## src/rtl/gfx_pkg.sv

```systemverilog
// rtl/gfx_pkg.sv - shared pixel types, screen bounds and queue state encoding
package gfx_pkg;

    localparam int COORD_W = 11;
    localparam int H_RES   = 800;
    localparam int V_RES   = 600;

    typedef struct packed {
        logic [COORD_W-1:0] x;
        logic [COORD_W-1:0] y;
        logic               color;
    } pixel_t;

    typedef enum logic [1:0] {
        IDLE  = 2'd0,
        DRAIN = 2'd1,
        STALL = 2'd2,
        FLUSH = 2'd3
    } pwq_state_t;

endpackage

```

## src/rtl/pixel_write_queue_if.sv

```systemverilog
// rtl/pixel_write_queue_if.sv - rasteriser pixel input, framebuffer write port and queue status
interface pixel_write_queue_if
    import gfx_pkg::*;
#(
    parameter int DEPTH = 16,
    parameter int CNT_W = 16
);
    logic                   in_valid;
    logic                   in_ready;
    logic [COORD_W-1:0]     in_x;
    logic [COORD_W-1:0]     in_y;
    logic                   in_color;
    logic                   flush;
    logic                   fb_allow;
    logic                   fb_we;
    logic [COORD_W-1:0]     fb_x;
    logic [COORD_W-1:0]     fb_y;
    logic                   fb_color;
    logic [$clog2(DEPTH):0] count;
    logic                   empty;
    logic [CNT_W-1:0]       drop_cnt;

    modport master (
        output in_valid, in_x, in_y, in_color, flush, fb_allow,
        input  in_ready, fb_we, fb_x, fb_y, fb_color, count, empty, drop_cnt
    );

    modport slave (
        input  in_valid, in_x, in_y, in_color, flush, fb_allow,
        output in_ready, fb_we, fb_x, fb_y, fb_color, count, empty, drop_cnt
    );

endinterface

```

## src/rtl/pixel_fifo.sv

```systemverilog
// rtl/pixel_fifo.sv - pixel storage ring with occupancy count and synchronous clear
module pixel_fifo
    import gfx_pkg::*;
#(
    parameter int DEPTH = 16
) (
    input  logic                   clk,
    input  logic                   rst,
    input  logic                   clear,
    input  logic                   push,
    input  logic                   pop,
    input  pixel_t                 din,
    output pixel_t                 dout,
    output logic [$clog2(DEPTH):0] count
);
    localparam int AW = $clog2(DEPTH);

    pixel_t          mem [DEPTH];
    logic [AW-1:0]   wr_ptr;
    logic [AW-1:0]   rd_ptr;

    always_ff @(posedge clk) begin
        if (push && !clear) begin
            mem[wr_ptr] <= din;
        end
    end

    // Pointers are exactly AW bits wide so the increments wrap modulo DEPTH.
    always_ff @(posedge clk or posedge rst) begin
        if (rst) begin
            wr_ptr <= '0;
            rd_ptr <= '0;
            count  <= '0;
        end else if (clear) begin
            wr_ptr <= '0;
            rd_ptr <= '0;
            count  <= '0;
        end else begin
            if (push) wr_ptr <= wr_ptr + 1'b1;
            if (pop)  rd_ptr <= rd_ptr + 1'b1;
            case ({push, pop})
                2'b10:   count <= count + 1'b1;
                2'b01:   count <= count - 1'b1;
                default: count <= count;
            endcase
        end
    end

    assign dout = mem[rd_ptr];

endmodule

```

## src/rtl/pixel_write_queue.sv

```systemverilog
// rtl/pixel_write_queue.sv - elastic pixel queue feeding the framebuffer while writes are granted
// Optional off-screen clipping with drop counter when PIXEL_CLIP_EN is defined.
module pixel_write_queue
    import gfx_pkg::*;
#(
    parameter int DEPTH = 16,
    parameter int H_RES = gfx_pkg::H_RES,
    parameter int V_RES = gfx_pkg::V_RES,
    parameter int CNT_W = 16
) (
    input logic clk,
    input logic rst,
    pixel_write_queue_if.slave bus
);
    localparam int                 CW    = $clog2(DEPTH) + 1;
    localparam logic [CW-1:0]      FULL  = CW'(DEPTH);
    localparam logic [COORD_W-1:0] X_LIM = COORD_W'(H_RES);
    localparam logic [COORD_W-1:0] Y_LIM = COORD_W'(V_RES);
`ifdef PIXEL_CLIP_EN
    localparam bit CLIP_EN = 1'b1;
`else
    localparam bit CLIP_EN = 1'b0;
`endif

    pwq_state_t         state_q, state_d;
    logic [CW-1:0]      count;
    pixel_t             din, head;
    logic               ready, push, store, pop, off_screen, will_empty;
    logic               fb_we_q, fb_color_q;
    logic [COORD_W-1:0] fb_x_q, fb_y_q;

    // Ready depends only on registered state; the flush cycle refuses input.
    assign ready      = (state_q != FLUSH) && (count != FULL);
    assign off_screen = CLIP_EN && ((bus.in_x >= X_LIM) || (bus.in_y >= Y_LIM));
    assign push       = bus.in_valid && ready;
    assign store      = push && !off_screen && !bus.flush;
    assign pop        = (state_q == DRAIN) && bus.fb_allow && (count != '0) && !bus.flush;
    assign will_empty = !store && ((count == '0) || ((count == CW'(1)) && pop));
    assign din        = '{x: bus.in_x, y: bus.in_y, color: bus.in_color};

    pixel_fifo #(.DEPTH(DEPTH)) u_fifo (
        .clk   (clk),
        .rst   (rst),
        .clear (bus.flush),
        .push  (store),
        .pop   (pop),
        .din   (din),
        .dout  (head),
        .count (count)
    );

    always_ff @(posedge clk or posedge rst) begin
        if (rst) state_q <= IDLE;
        else     state_q <= state_d;
    end

    // Leaving IDLE on a store keeps a continuous stream at one entry of occupancy.
    always_comb begin
        state_d = state_q;
        if (bus.flush) begin
            state_d = FLUSH;
        end else begin
            case (state_q)
                IDLE:    if ((count != '0) || store) state_d = DRAIN;
                DRAIN: begin
                    if (!bus.fb_allow && (count != '0)) state_d = STALL;
                    else if (will_empty)                 state_d = IDLE;
                end
                STALL:   if (bus.fb_allow) state_d = DRAIN;
                FLUSH:   state_d = IDLE;
                default: state_d = IDLE;
            endcase
        end
    end

    always_ff @(posedge clk or posedge rst) begin
        if (rst) begin
            fb_we_q    <= 1'b0;
            fb_x_q     <= '0;
            fb_y_q     <= '0;
            fb_color_q <= 1'b0;
        end else begin
            fb_we_q <= pop;
            if (pop) begin
                fb_x_q     <= head.x;
                fb_y_q     <= head.y;
                fb_color_q <= head.color;
            end
        end
    end

`ifdef PIXEL_CLIP_EN
    logic [CNT_W-1:0] drop_q;

    always_ff @(posedge clk or posedge rst) begin
        if (rst)                                      drop_q <= '0;
        else if (push && off_screen && (drop_q != '1)) drop_q <= drop_q + 1'b1;
    end

    assign bus.drop_cnt = drop_q;
`else
    assign bus.drop_cnt = '0;
`endif

    assign bus.in_ready = ready;
    assign bus.count    = count;
    assign bus.empty    = (count == '0);
    assign bus.fb_we    = fb_we_q;
    assign bus.fb_x     = fb_x_q;
    assign bus.fb_y     = fb_y_q;
    assign bus.fb_color = fb_color_q;

endmodule

```

## src/flat_wrapper.sv

```systemverilog
// flat-port wrapper written by rule: the top's interface ports become plain ports
module pixel_write_queue_flat import gfx_pkg::*;
#(
    parameter int DEPTH = 16,
    parameter int H_RES = gfx_pkg::H_RES,
    parameter int V_RES = gfx_pkg::V_RES,
    parameter int CNT_W = 16
)
  (clk, rst, bus_in_valid, bus_in_x, bus_in_y, bus_in_color, bus_flush, bus_fb_allow, bus_in_ready, bus_fb_we, bus_fb_x, bus_fb_y, bus_fb_color, bus_count, bus_empty, bus_drop_cnt);
  pixel_write_queue_if #(.DEPTH(DEPTH), .CNT_W(CNT_W)) bus_i ();
  input logic clk;
  input logic rst;
  input wire logic [$bits(bus_i.in_valid)-1:0] bus_in_valid;
  input wire logic [$bits(bus_i.in_x)-1:0] bus_in_x;
  input wire logic [$bits(bus_i.in_y)-1:0] bus_in_y;
  input wire logic [$bits(bus_i.in_color)-1:0] bus_in_color;
  input wire logic [$bits(bus_i.flush)-1:0] bus_flush;
  input wire logic [$bits(bus_i.fb_allow)-1:0] bus_fb_allow;
  output wire logic [$bits(bus_i.in_ready)-1:0] bus_in_ready;
  output wire logic [$bits(bus_i.fb_we)-1:0] bus_fb_we;
  output wire logic [$bits(bus_i.fb_x)-1:0] bus_fb_x;
  output wire logic [$bits(bus_i.fb_y)-1:0] bus_fb_y;
  output wire logic [$bits(bus_i.fb_color)-1:0] bus_fb_color;
  output wire logic [$bits(bus_i.count)-1:0] bus_count;
  output wire logic [$bits(bus_i.empty)-1:0] bus_empty;
  output wire logic [$bits(bus_i.drop_cnt)-1:0] bus_drop_cnt;
  assign bus_i.in_valid = bus_in_valid;
  assign bus_i.in_x = bus_in_x;
  assign bus_i.in_y = bus_in_y;
  assign bus_i.in_color = bus_in_color;
  assign bus_i.flush = bus_flush;
  assign bus_i.fb_allow = bus_fb_allow;
  assign bus_in_ready = bus_i.in_ready;
  assign bus_fb_we = bus_i.fb_we;
  assign bus_fb_x = bus_i.fb_x;
  assign bus_fb_y = bus_i.fb_y;
  assign bus_fb_color = bus_i.fb_color;
  assign bus_count = bus_i.count;
  assign bus_empty = bus_i.empty;
  assign bus_drop_cnt = bus_i.drop_cnt;
  pixel_write_queue #(.DEPTH(DEPTH), .H_RES(H_RES), .V_RES(V_RES), .CNT_W(CNT_W)) u_core (.clk(clk), .rst(rst), .bus(bus_i));
endmodule
```

## config.mk

```make
export PLATFORM = sky130hd
export DESIGN_NAME = pixel_write_queue_flat
export DESIGN_NICKNAME = d
export VERILOG_FILES = /design/src/rtl/gfx_pkg.sv /design/src/rtl/pixel_write_queue_if.sv /design/src/rtl/pixel_fifo.sv /design/src/rtl/pixel_write_queue.sv /design/src/flat_wrapper.sv
export SDC_FILE = /design/constraint.sdc
export NUM_CORES = 1
export LEC_CHECK = 0
export CORE_UTILIZATION = 45
export CTS_CLUSTER_DIAMETER = 60
export DETAILED_ROUTE_END_ITERATION = 6
export PLACE_DENSITY = 0.7
export SKIP_CTS_REPAIR_TIMING = 1
export SLEW_MARGIN = 40
export SYNTH_ARGS = -nofsm -noshare
export SYNTH_HDL_FRONTEND = slang
export SYNTH_HIERARCHICAL = 1
export SYNTH_SLANG_ARGS = --single-unit
```

## constraint.sdc

```tcl
create_clock -name clk -period 6.28 [get_ports clk]
set_input_delay 1.256 -clock clk [delete_from_list [all_inputs] [get_ports clk]]
set_output_delay 1.256 -clock clk [all_outputs]
set_load 0.02 [all_outputs]
```

== After elaboration in Yosys (flattened, before gate mapping) ==
Memories as Yosys holds them, arrays and structs flattened. A register that Yosys moved wholly into a read port is not among the register bits.
Cells that the tools add are included.
Storage, ports and cells
  bits in registers: 16
  bits in writable memories: 368
  input bits: 28
  output and inout bits: 47
  word-level logic and storage cells: 57
  memories kept: 1
Operators by class
  add/subtract/negate cells: 4
  equality and inequality tests: 11
  multiplexer cells: 14
  reductions and logical operators: 22
Memory list
  u_core.u_fifo.mem: words 16, bits a word 23, rd ports 1, clocked after memory_dff 1, write ports 1, line pixel_fifo.sv:18  | pixel_t mem [DEPTH];
Operator list (number)
  $mux 4: 4
  $logic_and 1x1->1: 10
  $mux 2: 5
  $pmux 5 s2: 1
  $add 4x1->4 const B: 2
  $pmux 2 s4: 1
  $eq 2x2->1 const B: 3
  $add 5x1->5 const B: 1
  $eq 5x1->1 const B: 1
  $logic_not 5->1: 1
  $mux 5: 1
  $ne 5x5->1 const B: 1
  $reduce_bool 5->1: 1
  $sub 5x1->5 const B: 1
  $eq 2x1->1 const B: 2
  $ne 4x3->1 const B: 1
  $reduce_bool 2->1: 2
  $logic_not 1->1: 3
  $ne 3x2->1 const B: 1
  $ne 3x3->1 const B: 1
  $reduce_and 3->1: 1
  $reduce_bool 3->1: 1
  $logic_not 2->1: 1
  $logic_or 1x1->1: 2
  2 further kinds: 3

== Longest topological paths before layout ==
  depth in word-level cells: 11
  depth in mapped cells: 15
  gate-level depth less buffers: 12

== By module ==
Netlist, hierarchy kept.
Modules (own cells, without submodules)
  pixel_fifo: times used 1, cells an instance 617, area an instance 14676.6 µm², seq. area each 11375.9 µm²
  pixel_write_queue: times used 1, cells an instance 89, area an instance 1301.2 µm², seq. area each 650.6 µm²

== Worst setup path after synthesis ==
No wires, ideal clock.
  kind: input port to flip-flop
  start: input bus_flush
  end: memory u_core/u_fifo/mem[0][0] (netlist bit), enable pin
  library setup time: 403 ps
  arrival: 3257 ps
  slack: 2621 ps
  stages: 4
  path buffers: 1
  cells stage by stage: and3b_1 > clkbuf_1 > or3b_2 > nor2_1
Between the ends
  cells in the longest elaborated chain, start to end: 5
Ends and longest elaborated chain
  from (decl): line flat_wrapper.sv:17  | input wire logic [$bits(bus_i.flush)-1:0] bus_flush;
  $logic_not 1->1 (*): line pixel_fifo.sv:23, pixel_write_queue.sv:36
  $logic_and 1x1->1: line pixel_write_queue.sv:36  | assign store = push && !off_screen && !bus.flush;
  $logic_and 1x1->1 (*): line pixel_fifo.sv:23  | if (push && !clear) begin
  $mux 1 (*): line pixel_fifo.sv:23
  $mux 1 (not written as such) (*): line pixel_fifo.sv:24  | mem[wr_ptr] <= din;
  to (decl): line pixel_fifo.sv:18
Mark *: on every way between the ends. The rest lies on a longest branch, timed or not.

== Worst setup path in the final report ==
  start: input bus_flush
  end: register u_core.u_fifo.count[4]
Between the ends
  cells in the longest elaborated chain, start to end: 5
  elaborated cells between the ends (all ways): 8
  those cells by class: 2 x eq/ne; 2 x mux; 4 x reduce/logical
Ends and longest elaborated chain
  $logic_not 1->1 (*): line pixel_write_queue.sv:37  | assign pop = (state_q == DRAIN) && bus.fb_allow && (count != '0) && !bus.flush;
  $logic_and 1x1->1 (*): line pixel_write_queue.sv:37
  named net u_core.pop: line pixel_write_queue.sv:28  | logic ready, push, store, pop, off_screen, will_empty;
  $eq 2x1->1 or $eq 2x2->1 (tied branches): line pixel_fifo.sv:41  | case ({push, pop})
  $pmux 5 s2: line pixel_fifo.sv:41
  $mux 5: line pixel_fifo.sv:34  | end else if (clear) begin
  to (signal assigned): line pixel_fifo.sv:42  | 2'b10: count <= count + 1'b1;
  to (signal assigned): line pixel_fifo.sv:43  | 2'b01: count <= count - 1'b1;
  to (signal assigned): line pixel_fifo.sv:44  | default: count <= count;
  to (decl): line pixel_fifo.sv:14  | output logic [$clog2(DEPTH):0] count
The timed path passes the listed nets; every way through them passes the cells marked *.
A chain may end at the register's enable or synchronous reset.

==> results.toml <==
[setup_path]
r2r_cells = 11
crit_type = "in -> reg"
crit_chain = "clkdlybuf4s50_1, buf_4, nand4b_4, inv_1, nand2b_1, xnor2_1, ha_1, o21a_1, o21ai_1, mux2i_1, mux2_1"
critPathMaxStageDelay_ns = 0.72
startpoint_type = "input pin"
required_ns = 6.68
worstReg2RegEnd = "u_core/u_fifo/count[4]$_DFFE_PP0P_"
crit_slowest_cell = "nand4b_4"
r2r_start = "u_core/u_fifo/count[1]$_DFFE_PP0P_"
rrSetupSlack_ns = 2.55
critical_path.max_fanout = 24
worst_setup_path_end_kind = "flip-flop"
worstPathArrival_ns = 4.67

[die]
pin_count = 75
fp-row-count = 68
fp.dieW_um = 190.4
start_util = 0.4603
fp.dieH_um = 190.4
core_area_mm2 = 0.03471
dieArea_mm2 = 0.03626

[synth]
ys_types = 44
yosys.area_share.simple = 0.02216
synth_most_common_cell = "edfxtp_1"
synthMuxAreaShare = 0.1854
synth-edff-count = 368
synth_top_family_by_area = "multiplexers"
synth_area_leader_cell = "edfxtp_1"
synth-xor-area-share = 0.004933
ys.flop_type = "edfxtp_1"
netlist_top_cells_count = "368 x edfxtp_1, 115 x mux4_2, 39 x dfrtp_1"
ys_async_sr_fraction = 0.09582
synth_top_cell_area_share = 0.6916
yosys-top-cells-area = "edfxtp_1 69%, mux4_2 16%, dfrtp_1 6.1%"
synthCells = 706
synth-seq-cells = 407
mappedNetlistArea_mm2 = 0.01598
yosysSeqAreaShare = 0.7527
synthesis.yosys.warnings = 6
synth_compound_area_frac = 0.005638
syn_avg_cell_area_um2 = 22.63
synthAdderAreaFrac = 0.005482

[power]
p_leak_nw = 5.925
power.density_mw_per_mm2 = 324.4
p_total_w = 0.005983
vdd_drop_max_mv = 0.2565

[sta]
timing.final.crit_share = 0.6794
fin_crit_ns = 4.267
tightestPinTransition_ns = 0.8332
slew_headroom = 0.4439
final.setup.tns_ns = 0
skew_ns = 0.01263
setup_viol = 0
slew_viol_final = 0
hold_viol = 0
rsz0062_at_grt = "no"
max_freq_ghz = 0.2344

[global_route]
globalRouteTotalUtil = 0.1806
antenna_found_initial = 0
grt_max_degree = 55
grt_pass1_vias = 7470
grt_overflow_total = 0
grt_pass1_wl_mm = 47.91

[drt]
drt-total-wl_mm = 31.24
vias = 7240
remaining_drc_errors = 0
ant_nets = 0
drt-pass1-iter-count = 5
drt_iter0_drc = 612
wire_per_inst_um = 24.42
viasPerCell = 5.661

[cts]
clock_latency_ns = 0.52
cts_buffers = 40
clock-sinks = 407
ctsHtreeMaxLevel = 2
worst_setup_hold_path_clk_slew_ns = 0.06
clockBufferDepth = 3
cts_tree = "yes"
cts-root-buf = "clkbuf_16"

[placed_design]
numPortBuffers = 58
dp_hpwl_mm = 18.19
gp_congestion = 0.7657
dp_cells = 1206

[cells_and_area]
multi_input_area_mm2 = 0.003707
syn_to_final_growth_pct = 15.41
layout-drive-gt1-share = 0.2913
stdcell_count = 1279
fillers = 2628
nets = 829
seqCellArea_mm2 = 0.01204
diodes = 0

[min_path]
hold-path-endpoint = "u_core/bus.fb_y[1]$_DFFE_PP0P_"
hold_class = "reg -> reg"
holdPathStages = 1
hp-start = "u_core/bus.fb_y[1]$_DFFE_PP0P_"

[status]
outcome = "completed"

[run]
drv_cap = 0
final cells by class:
class,count,share of cell area
well taps,455,0.03087
clock inverters,18,0.01120
inverters,9,0.001832
repair buffers,81,0.04288
clock buffers,54,0.05937
flip-flops and latches,407,0.6528
multi-input cells,255,0.2010
cell families (layout without fill, tap and decap cells):
logic type               Yosys count  after routing
multiplexers                     142            142
other                              1             16
flip-flops                       407            407
AND/OR/NAND/NOR                   67             67
AO/OA/AOI/OAI                     14             14
buffers and inverters             59            162
adder cells (fa/ha/maj)            7              7
XOR/XNOR                           9              9
metrics by stage:
stage	setup WS, ns	util	hold slack [ns]	cell area [um^2]
3_3_place_gp	1.544	0.4915	0.4975	17060
6_report	2.013	0.5312	0.5061	18440
4_1_cts	1.974	0.5302	0.5117	18410
5_1_grt	1.748	0.5312	0.5235	18440
2_1_floorplan	2.621	-	0.5518	16030
3_5_place_dp	1.447	0.4927	0.4983	17100
worst max path at each step:
stage / start / slack [ns] / endpoint / depth (start not counted)
floorplan: bus_flush / 2.62 / u_core/u_fifo/mem[0][0]$_DFFE_PP_ / 4
finish: bus_flush / 2.01 / u_core/u_fifo/count[4]$_DFFE_PP0P_ / 11
global placement: bus_flush / 1.54 / u_core/u_fifo/count[4]$_DFFE_PP0P_ / 11
CTS: bus_flush / 1.97 / u_core/u_fifo/count[4]$_DFFE_PP0P_ / 11
global route: bus_flush / 1.75 / u_core/u_fifo/count[4]$_DFFE_PP0P_ / 12
detailed placement: bus_flush / 1.45 / u_core/u_fifo/count[4]$_DFFE_PP0P_ / 11
power by group:
| part | switching, W | internal, W |
|---|---|---|
| Clock | 0.000946 | 0.00143 |
| Sequential | 0.0000629 | 0.00303 |
| Combinational | 0.000244 | 0.000272 |
placed cells by master (no fill, tap or decap), types with 7 or more instances in the layout:
cell / instances
mux4_2: 115
nor2_2: 9
clkinv_1: 7
dfrtp_1: 36
clkbuf_1: 11
buf_4: 20
conb_1: 16
inv_1: 8
mux2_4: 19
nor2_1: 17
edfxtp_1: 368
clkbuf_16: 41
nor2_4: 7
ha_1: 7
clkdlybuf4s50_1: 58
per-layer routing:
layer | track usage | vias up | part of all wire
met5 | 0 | - | 0
met4 | 0.04585 | 0 | 0.018
met3 | 0.02613 | 41 | 0.046
met2 | 0.2897 | 224 | 0.49
met1 | 0.2620 | 3914 | 0.44
li1 | - | 3061 | -
flip-flops by register name, summed over array words and instances (netlist names):
register	count
u_core/u_fifo/mem	368
u_core/u_fifo/count	5
u_core/bus.fb_color	1
u_core/bus.fb_we	1
u_core/bus.fb_y	11
u_core/state_q	2
u_core/bus.fb_x	11
u_core/u_fifo/wr_ptr	4
u_core/u_fifo/rd_ptr	4
critical path, delay by kind of cell:
family          cells  cell delay, ns
mux                 2            0.55
fa+ha+maj           1            0.22
buf+inv             3            1.12
xor+xnor            1            0.19
compound gates      2            0.34
simple gates        2            0.98
Note: power is estimated with default switching activity, not from simulation.
